===== src/rtl/sent_rx_pkg.sv =====
// Shared definitions for the SENT receive dispatcher: FSM encoding, source
// channel indices and default datapath parameters.
package sent_rx_pkg;

   typedef enum logic [1:0] {
      ST_IDLE,
      ST_ENABLE,
      ST_WAIT,
      ST_OUTPUT
   } state_t;

   localparam int SRC_FAST6    = 0;
   localparam int SRC_FAST4    = 1;
   localparam int SRC_FAST3    = 2;
   localparam int SRC_SHORT    = 3;
   localparam int SRC_ENHANCED = 4;

   localparam int DEF_DATA_W  = 24;
   localparam int DEF_TIMEOUT = 255;

endpackage


===== src/rtl/sent_rx_edge_arb.sv =====
// Falling-edge request capture per source, pending bookkeeping with overrun
// accounting, and lowest-index-first grant selection.
module sent_rx_edge_arb #(
   parameter int NUM_SRC = 5,
   parameter int IDX_W   = 3
) (
   input  logic               clk_rx,
   input  logic               reset_n,
   input  logic [NUM_SRC-1:0] i_done,
   input  logic               i_take,
   output logic               o_any,
   output logic [IDX_W-1:0]   o_idx,
   output logic               o_overrun,
   output logic [7:0]         o_overrun_cnt
);

   logic [NUM_SRC-1:0] r_prev;
   logic [NUM_SRC-1:0] r_pending;
   logic               r_overrun;
   logic [7:0]         r_ovr_cnt;

   logic [NUM_SRC-1:0] w_fall;
   logic [NUM_SRC-1:0] w_clr;
   logic [NUM_SRC-1:0] w_ovr;
   logic [IDX_W-1:0]   w_idx;

   always_comb begin
      w_idx = '0;
      for (int i = NUM_SRC - 1; i >= 0; i--) begin
         if (r_pending[i]) w_idx = IDX_W'(i);
      end
   end

   // A bit being granted this cycle that sees a new edge keeps the request
   // and is not an overrun: the old request is already on its way out.
   assign w_fall = r_prev & ~i_done;
   assign w_clr  = i_take ? (NUM_SRC'(1) << w_idx) : '0;
   assign w_ovr  = w_fall & r_pending & ~w_clr;

   always_ff @(posedge clk_rx or negedge reset_n) begin
      if (!reset_n) begin
         r_prev    <= '0;
         r_pending <= '0;
         r_overrun <= 1'b0;
         r_ovr_cnt <= '0;
      end else begin
         r_prev    <= i_done;
         r_pending <= (r_pending & ~w_clr) | w_fall;
         if (|w_ovr) begin
            r_overrun <= 1'b1;
            if (r_ovr_cnt != 8'hFF) r_ovr_cnt <= r_ovr_cnt + 8'd1;
         end
      end
   end

   assign o_any         = |r_pending;
   assign o_idx         = w_idx;
   assign o_overrun     = r_overrun;
   assign o_overrun_cnt = r_ovr_cnt;

endmodule


===== src/rtl/sent_rx_dispatch.sv =====
// Serialises CRC checks for several SENT frame sources: one request at a time
// is enabled toward the checker, and its result is presented as one frame.
module sent_rx_dispatch
   import sent_rx_pkg::*;
#(
   parameter int NUM_SRC = 5,
   parameter int DATA_W  = DEF_DATA_W,
   parameter int TIMEOUT = DEF_TIMEOUT
) (
   input  logic                       clk_rx,
   input  logic                       reset_n,
   input  logic [NUM_SRC-1:0]         done_pre_data,
   output logic [NUM_SRC-1:0]         enable_crc_check,
   input  logic                       crc_done,
   input  logic                       crc_ok,
   input  logic [DATA_W-1:0]          crc_data,
   output logic                       frame_valid,
   output logic [DATA_W-1:0]          frame_data,
   output logic [$clog2(NUM_SRC)-1:0] frame_src,
   output logic                       frame_crc_err,
   output logic                       timeout_err,
   output logic                       overrun,
   output logic [7:0]                 overrun_cnt
);

   localparam int IDX_W = $clog2(NUM_SRC);
   localparam int TMO_W = $clog2(TIMEOUT + 1);

   state_t             r_state;
   state_t             w_state_nxt;
   logic [IDX_W-1:0]   r_idx;
   logic [TMO_W-1:0]   r_cnt;
   logic [DATA_W-1:0]  r_frame_data;
   logic [IDX_W-1:0]   r_frame_src;
   logic               r_frame_crc_err;

   logic               w_take;
   logic               w_any;
   logic [IDX_W-1:0]   w_grant_idx;
   logic               w_tmo_hit;

   sent_rx_edge_arb #(
      .NUM_SRC (NUM_SRC),
      .IDX_W   (IDX_W)
   ) u_edge_arb (
      .clk_rx        (clk_rx),
      .reset_n       (reset_n),
      .i_done        (done_pre_data),
      .i_take        (w_take),
      .o_any         (w_any),
      .o_idx         (w_grant_idx),
      .o_overrun     (overrun),
      .o_overrun_cnt (overrun_cnt)
   );

   assign w_tmo_hit = (r_cnt == TMO_W'(TIMEOUT));

   always_ff @(posedge clk_rx or negedge reset_n) begin
      if (!reset_n) r_state <= ST_IDLE;
      else          r_state <= w_state_nxt;
   end

   // A crc_done arriving in the final WAIT cycle still wins over the timeout.
   always_comb begin
      w_state_nxt      = r_state;
      w_take           = 1'b0;
      enable_crc_check = '0;
      frame_valid      = 1'b0;
      timeout_err      = 1'b0;
      case (r_state)
         ST_IDLE: begin
            if (w_any) begin
               w_take      = 1'b1;
               w_state_nxt = ST_ENABLE;
            end
         end
         ST_ENABLE: begin
            enable_crc_check = NUM_SRC'(1) << r_idx;
            w_state_nxt      = ST_WAIT;
         end
         ST_WAIT: begin
            if (crc_done) begin
               w_state_nxt = ST_OUTPUT;
            end else if (w_tmo_hit) begin
               timeout_err = 1'b1;
               w_state_nxt = ST_IDLE;
            end
         end
         ST_OUTPUT: begin
            frame_valid = 1'b1;
            w_state_nxt = ST_IDLE;
         end
         default: w_state_nxt = ST_IDLE;
      endcase
   end

   always_ff @(posedge clk_rx or negedge reset_n) begin
      if (!reset_n) begin
         r_idx           <= '0;
         r_cnt           <= '0;
         r_frame_data    <= '0;
         r_frame_src     <= '0;
         r_frame_crc_err <= 1'b0;
      end else begin
         if (w_take) r_idx <= w_grant_idx;
         case (r_state)
            ST_ENABLE: r_cnt <= '0;
            ST_WAIT: begin
               if (crc_done) begin
                  r_frame_data    <= crc_data;
                  r_frame_src     <= r_idx;
                  r_frame_crc_err <= ~crc_ok;
               end else if (!w_tmo_hit) begin
                  r_cnt <= r_cnt + TMO_W'(1);
               end
            end
            default: ;
         endcase
      end
   end

   assign frame_data    = r_frame_data;
   assign frame_src     = r_frame_src;
   assign frame_crc_err = r_frame_crc_err;

endmodule


===== config.mk =====
export PLATFORM = sky130hd
export DESIGN_NAME = sent_rx_dispatch
export DESIGN_NICKNAME = d
export VERILOG_FILES = /design/src/rtl/sent_rx_pkg.sv /design/src/rtl/sent_rx_edge_arb.sv /design/src/rtl/sent_rx_dispatch.sv
export SDC_FILE = /design/constraint.sdc
export NUM_CORES = 1
export LEC_CHECK = 0
export CAP_MARGIN = 20
export CELL_PAD_IN_SITES_DETAIL_PLACEMENT = 1
export CELL_PAD_IN_SITES_GLOBAL_PLACEMENT = 1
export CORE_MARGIN = 1
export CORE_UTILIZATION = 25
export DETAILED_ROUTE_END_ITERATION = 7
export PLACE_DENSITY = 0.65
export RECOVER_POWER = 100
export REMOVE_ABC_BUFFERS = 1
export SETUP_SLACK_MARGIN = 0.02
export SYNTH_ARGS = -nofsm -noshare
export SYNTH_HDL_FRONTEND = slang
export SYNTH_SLANG_ARGS = --single-unit
export TNS_END_PERCENT = 20

===== constraint.sdc =====
create_clock -name clk_rx -period 2.5 [get_ports clk_rx]
set_input_delay 0.75 -clock clk_rx [delete_from_list [all_inputs] [get_ports clk_rx]]
set_output_delay 0.75 -clock clk_rx [all_outputs]
set_load 0.02 [all_outputs]

==> reports/qor.yml <==
final_layout:
  drive_gt1_share_pct: 19.3
  nets: 321
  final_util_pct: 38.1
  final_cells: 419
  fin_area_um2: 3580
  antenna_cells: 0
  areaGrowthSynthToFinish_pct: 45.2
floorplanning:
  io_pins: 77
  die_w_um: 101
  dieHeight_um: 101
  rows: 35
  die-area_um2: 10300
  core-area_um2: 9420
  initial_core_util_pct: 26.2
placement:
  gp_congestion: 0.751
  dpl_cell_area_um2: 3450
  io_buffers: 76
  place_hpwl_mm: 4.21
  dp.cells: 404
synth:
  synth-edff-count: 0
  yosysWarnings: 0
  seq_area_frac_synth_pct: 60.9
  synth_area_um2: 2470
  syn_avg_cell_area_um2: 12.7
  synth.top_cell.area_share_pct: 60.9
  synth_ff_type: "dfrtp_1"
  syn_inst: 195
  ys_types: 38
  synthArstFlopShare_pct: 100
  synth_top_area_cell: "dfrtp_1"
  ys_ff_latch: 60
  ys_top_cells_by_area: "dfrtp_1 61%, mux2_2 12%, nand2_1 2.7%"
global_route:
  grt_start_max_net_pins: 36
  first_global_vias: 1950
  antenna_found_initial: 0
  grt_pass1_wl_mm: 9.62
  grt.overflow.total: 0
  grt.total_usage_pct: 12.5
setup_path:
  crit_chain: "dlygate4sd2_1 -> or3b_4 -> nor3_2 -> buf_4"
  path_buf_inv: 2
  slowest_delay_ns: 0.38
  worstSetupPathType: "primary input to output port"
  cp-start-kind: "primary input"
  critPathCaptureType: "output port"
  worst_path_max_delay_cell: "or3b_4"
  arrival_ns: 1.70
  required_ns: 1.75
  crit_family: "simple AND/OR/NAND/NOR gates"
  path_max_fanout: 2
cts:
  cts.sink_count: 60
  numCtsBuffers: 9
  clockBufferDepth: 2
  cts_tree: "yes"
  clk_latency_ns: 0.33
  path_clk_slew_ns: 0.06
  cts_root_buf: "clkbuf_8"
  postCtsHoldBufs: 0
  cts_max_level: 3
sta:
  worstMarginPinSlew_ns: 1.47
  max_freq_ghz: 0.407
  rsz0062_at_grt: "true"
  min_period_ns: 2.45
  min_period_over_period_pct: 98.2
  drv_slew: 0
  skew_ns: 0.00619
  relSlewSlack_pct: 1.81
  tns_ns: 0
  hold_viol_final: 0
  finalSetupViolations: 0
detailed_routing:
  drc_errors: 0
  avgViaCountPerCell: 4.49
  totalWireLength_mm: 5.92
  vias: 1882
  antenna_left: 0
  first_pass_iters: 4
  wl_per_cell_um: 14.1
  drt_iter0_markers: 40
status:
  status: "finished clean"
power:
  cellLeakagePower_nw: 1.56
  power.total_mw: 4.15
  ir_drop_v: 0.000477
  p_per_area_nw_per_um2: 1160
job:
  max_cap_viol_count: 0
min_path:
  min_path_type: "flip-flop to flip-flop"
-- sequential cells by signal, summed over array words and instances, names as in the netlist --
signal and count:
r_state 2, r_cnt 8, u_edge_arb.r_prev 5, r_idx 3, frame_src 3, u_edge_arb.o_overrun 1, u_edge_arb.o_overrun_cnt 8, frame_crc_err 1
u_edge_arb.r_pending 5, frame_data 24
-- logic make-up (layout without fill, tap and decap cells) --
| logic type | after synthesis | in the layout | synth area share (%) |
|---|---|---|---|
| AOI/OAI and AO/OA | 28 | 28 | 6.80 |
| and+or+nand+nor | 62 | 62 | 14.2 |
| DFF | 60 | 60 | 60.9 |
| xor gates and xnor gates | 8 | 8 | 2.84 |
| muxes | 28 | 28 | 12.9 |
| adders and majority gates | 2 | 2 | 1.01 |
| buffers and inverters | 7 | 102 | 1.37 |
-- where the power goes --
group / switching [mW] / internal, mW
clock network: 0.370 / 0.462
logic: 0.894 / 0.848
registers: 0.244 / 1.33
-- tightest hold or removal path: cells and delay by family (launching register included) --
family,cells,cell delay [ns]
and+or+nand+nor,1,0.05
AOI/OAI and AO/OA,1,0.06
DFF,1,0.34
-- Yosys cell counts, types with 3 or more instances --
library cell and n:
a21oi_1 6, and3_1 7, clkbuf_1 3, dfrtp_1 60, inv_1 3, mux2_2 27
nand2_1 18, nand2b_1 5, nand3_1 3, nand4_1 6, nor2_1 7, o21ai_0 12
xnor2_1 5, xor2_1 3
-- through the flow --
stage	hold slack [ns]	setup slack, ns
floorplan	0.442	0.0997
global placement	0.458	-0.603
detailed placement	0.467	-0.640
CTS	0.449	0.0346
global route	0.500	0.00905
finish	0.477	0.0455
-- timing repair --
action,CTS,global route
buffers inserted,0,0
setup endpoints to repair,6,2
hold endpoints to repair,0,0
gates resized for setup,13,1
gates cloned,0,0
-- layer usage --
layer,wire [µm],track usage [%],up-vias
li1,-,-,876
met1,2690,15.4,934
met3,386,4.35,7
met2,2770,20.4,65
met4,71,4.68,0
met5,0,0,-
-- cells in the final DEF (no fill, tap or decap), drive strengths merged, types with 3 or more instances in the layout --
cell,count
nand3,3
dlygate4sd3,42
buf,3
nand4,7
nand2,18
xor2,3
clkbuf,21
nor2,8
and3,7
nand2b,5
dfrtp,60
inv,3
dlygate4sd2,6
xnor2,5
mux2,28
a21oi,7
o21ai,13
clkdlybuf4s50,26
-- layout make-up --
class,count,area [µm²]
clock buffer,14,183
clock inverter,1,5.00
fill,1049,5830
inverter,3,11.3
multi-input combinational,128,926
sequential,60,1500
tap,129,161
timing repair buffer,84,796
-- worst paths after layout --
check,from,end,slack (ns),cells past startpoint
setup / recovery,crc_done,timeout_err,0.05,4
hold / removal,frame_src[1],frame_src[1],0.48,2
setup reg to reg,r_state[1],u_edge_arb.o_overrun_cnt[1],0.42,6
hold reg to reg,frame_src[1],frame_src[1],0.48,2
max in group asynchronous,reset_n,u_edge_arb.o_overrun_cnt[5],0.43,2
min in group asynchronous,reset_n,frame_data[0],0.75,1
(Power assumes the default switching activity.)
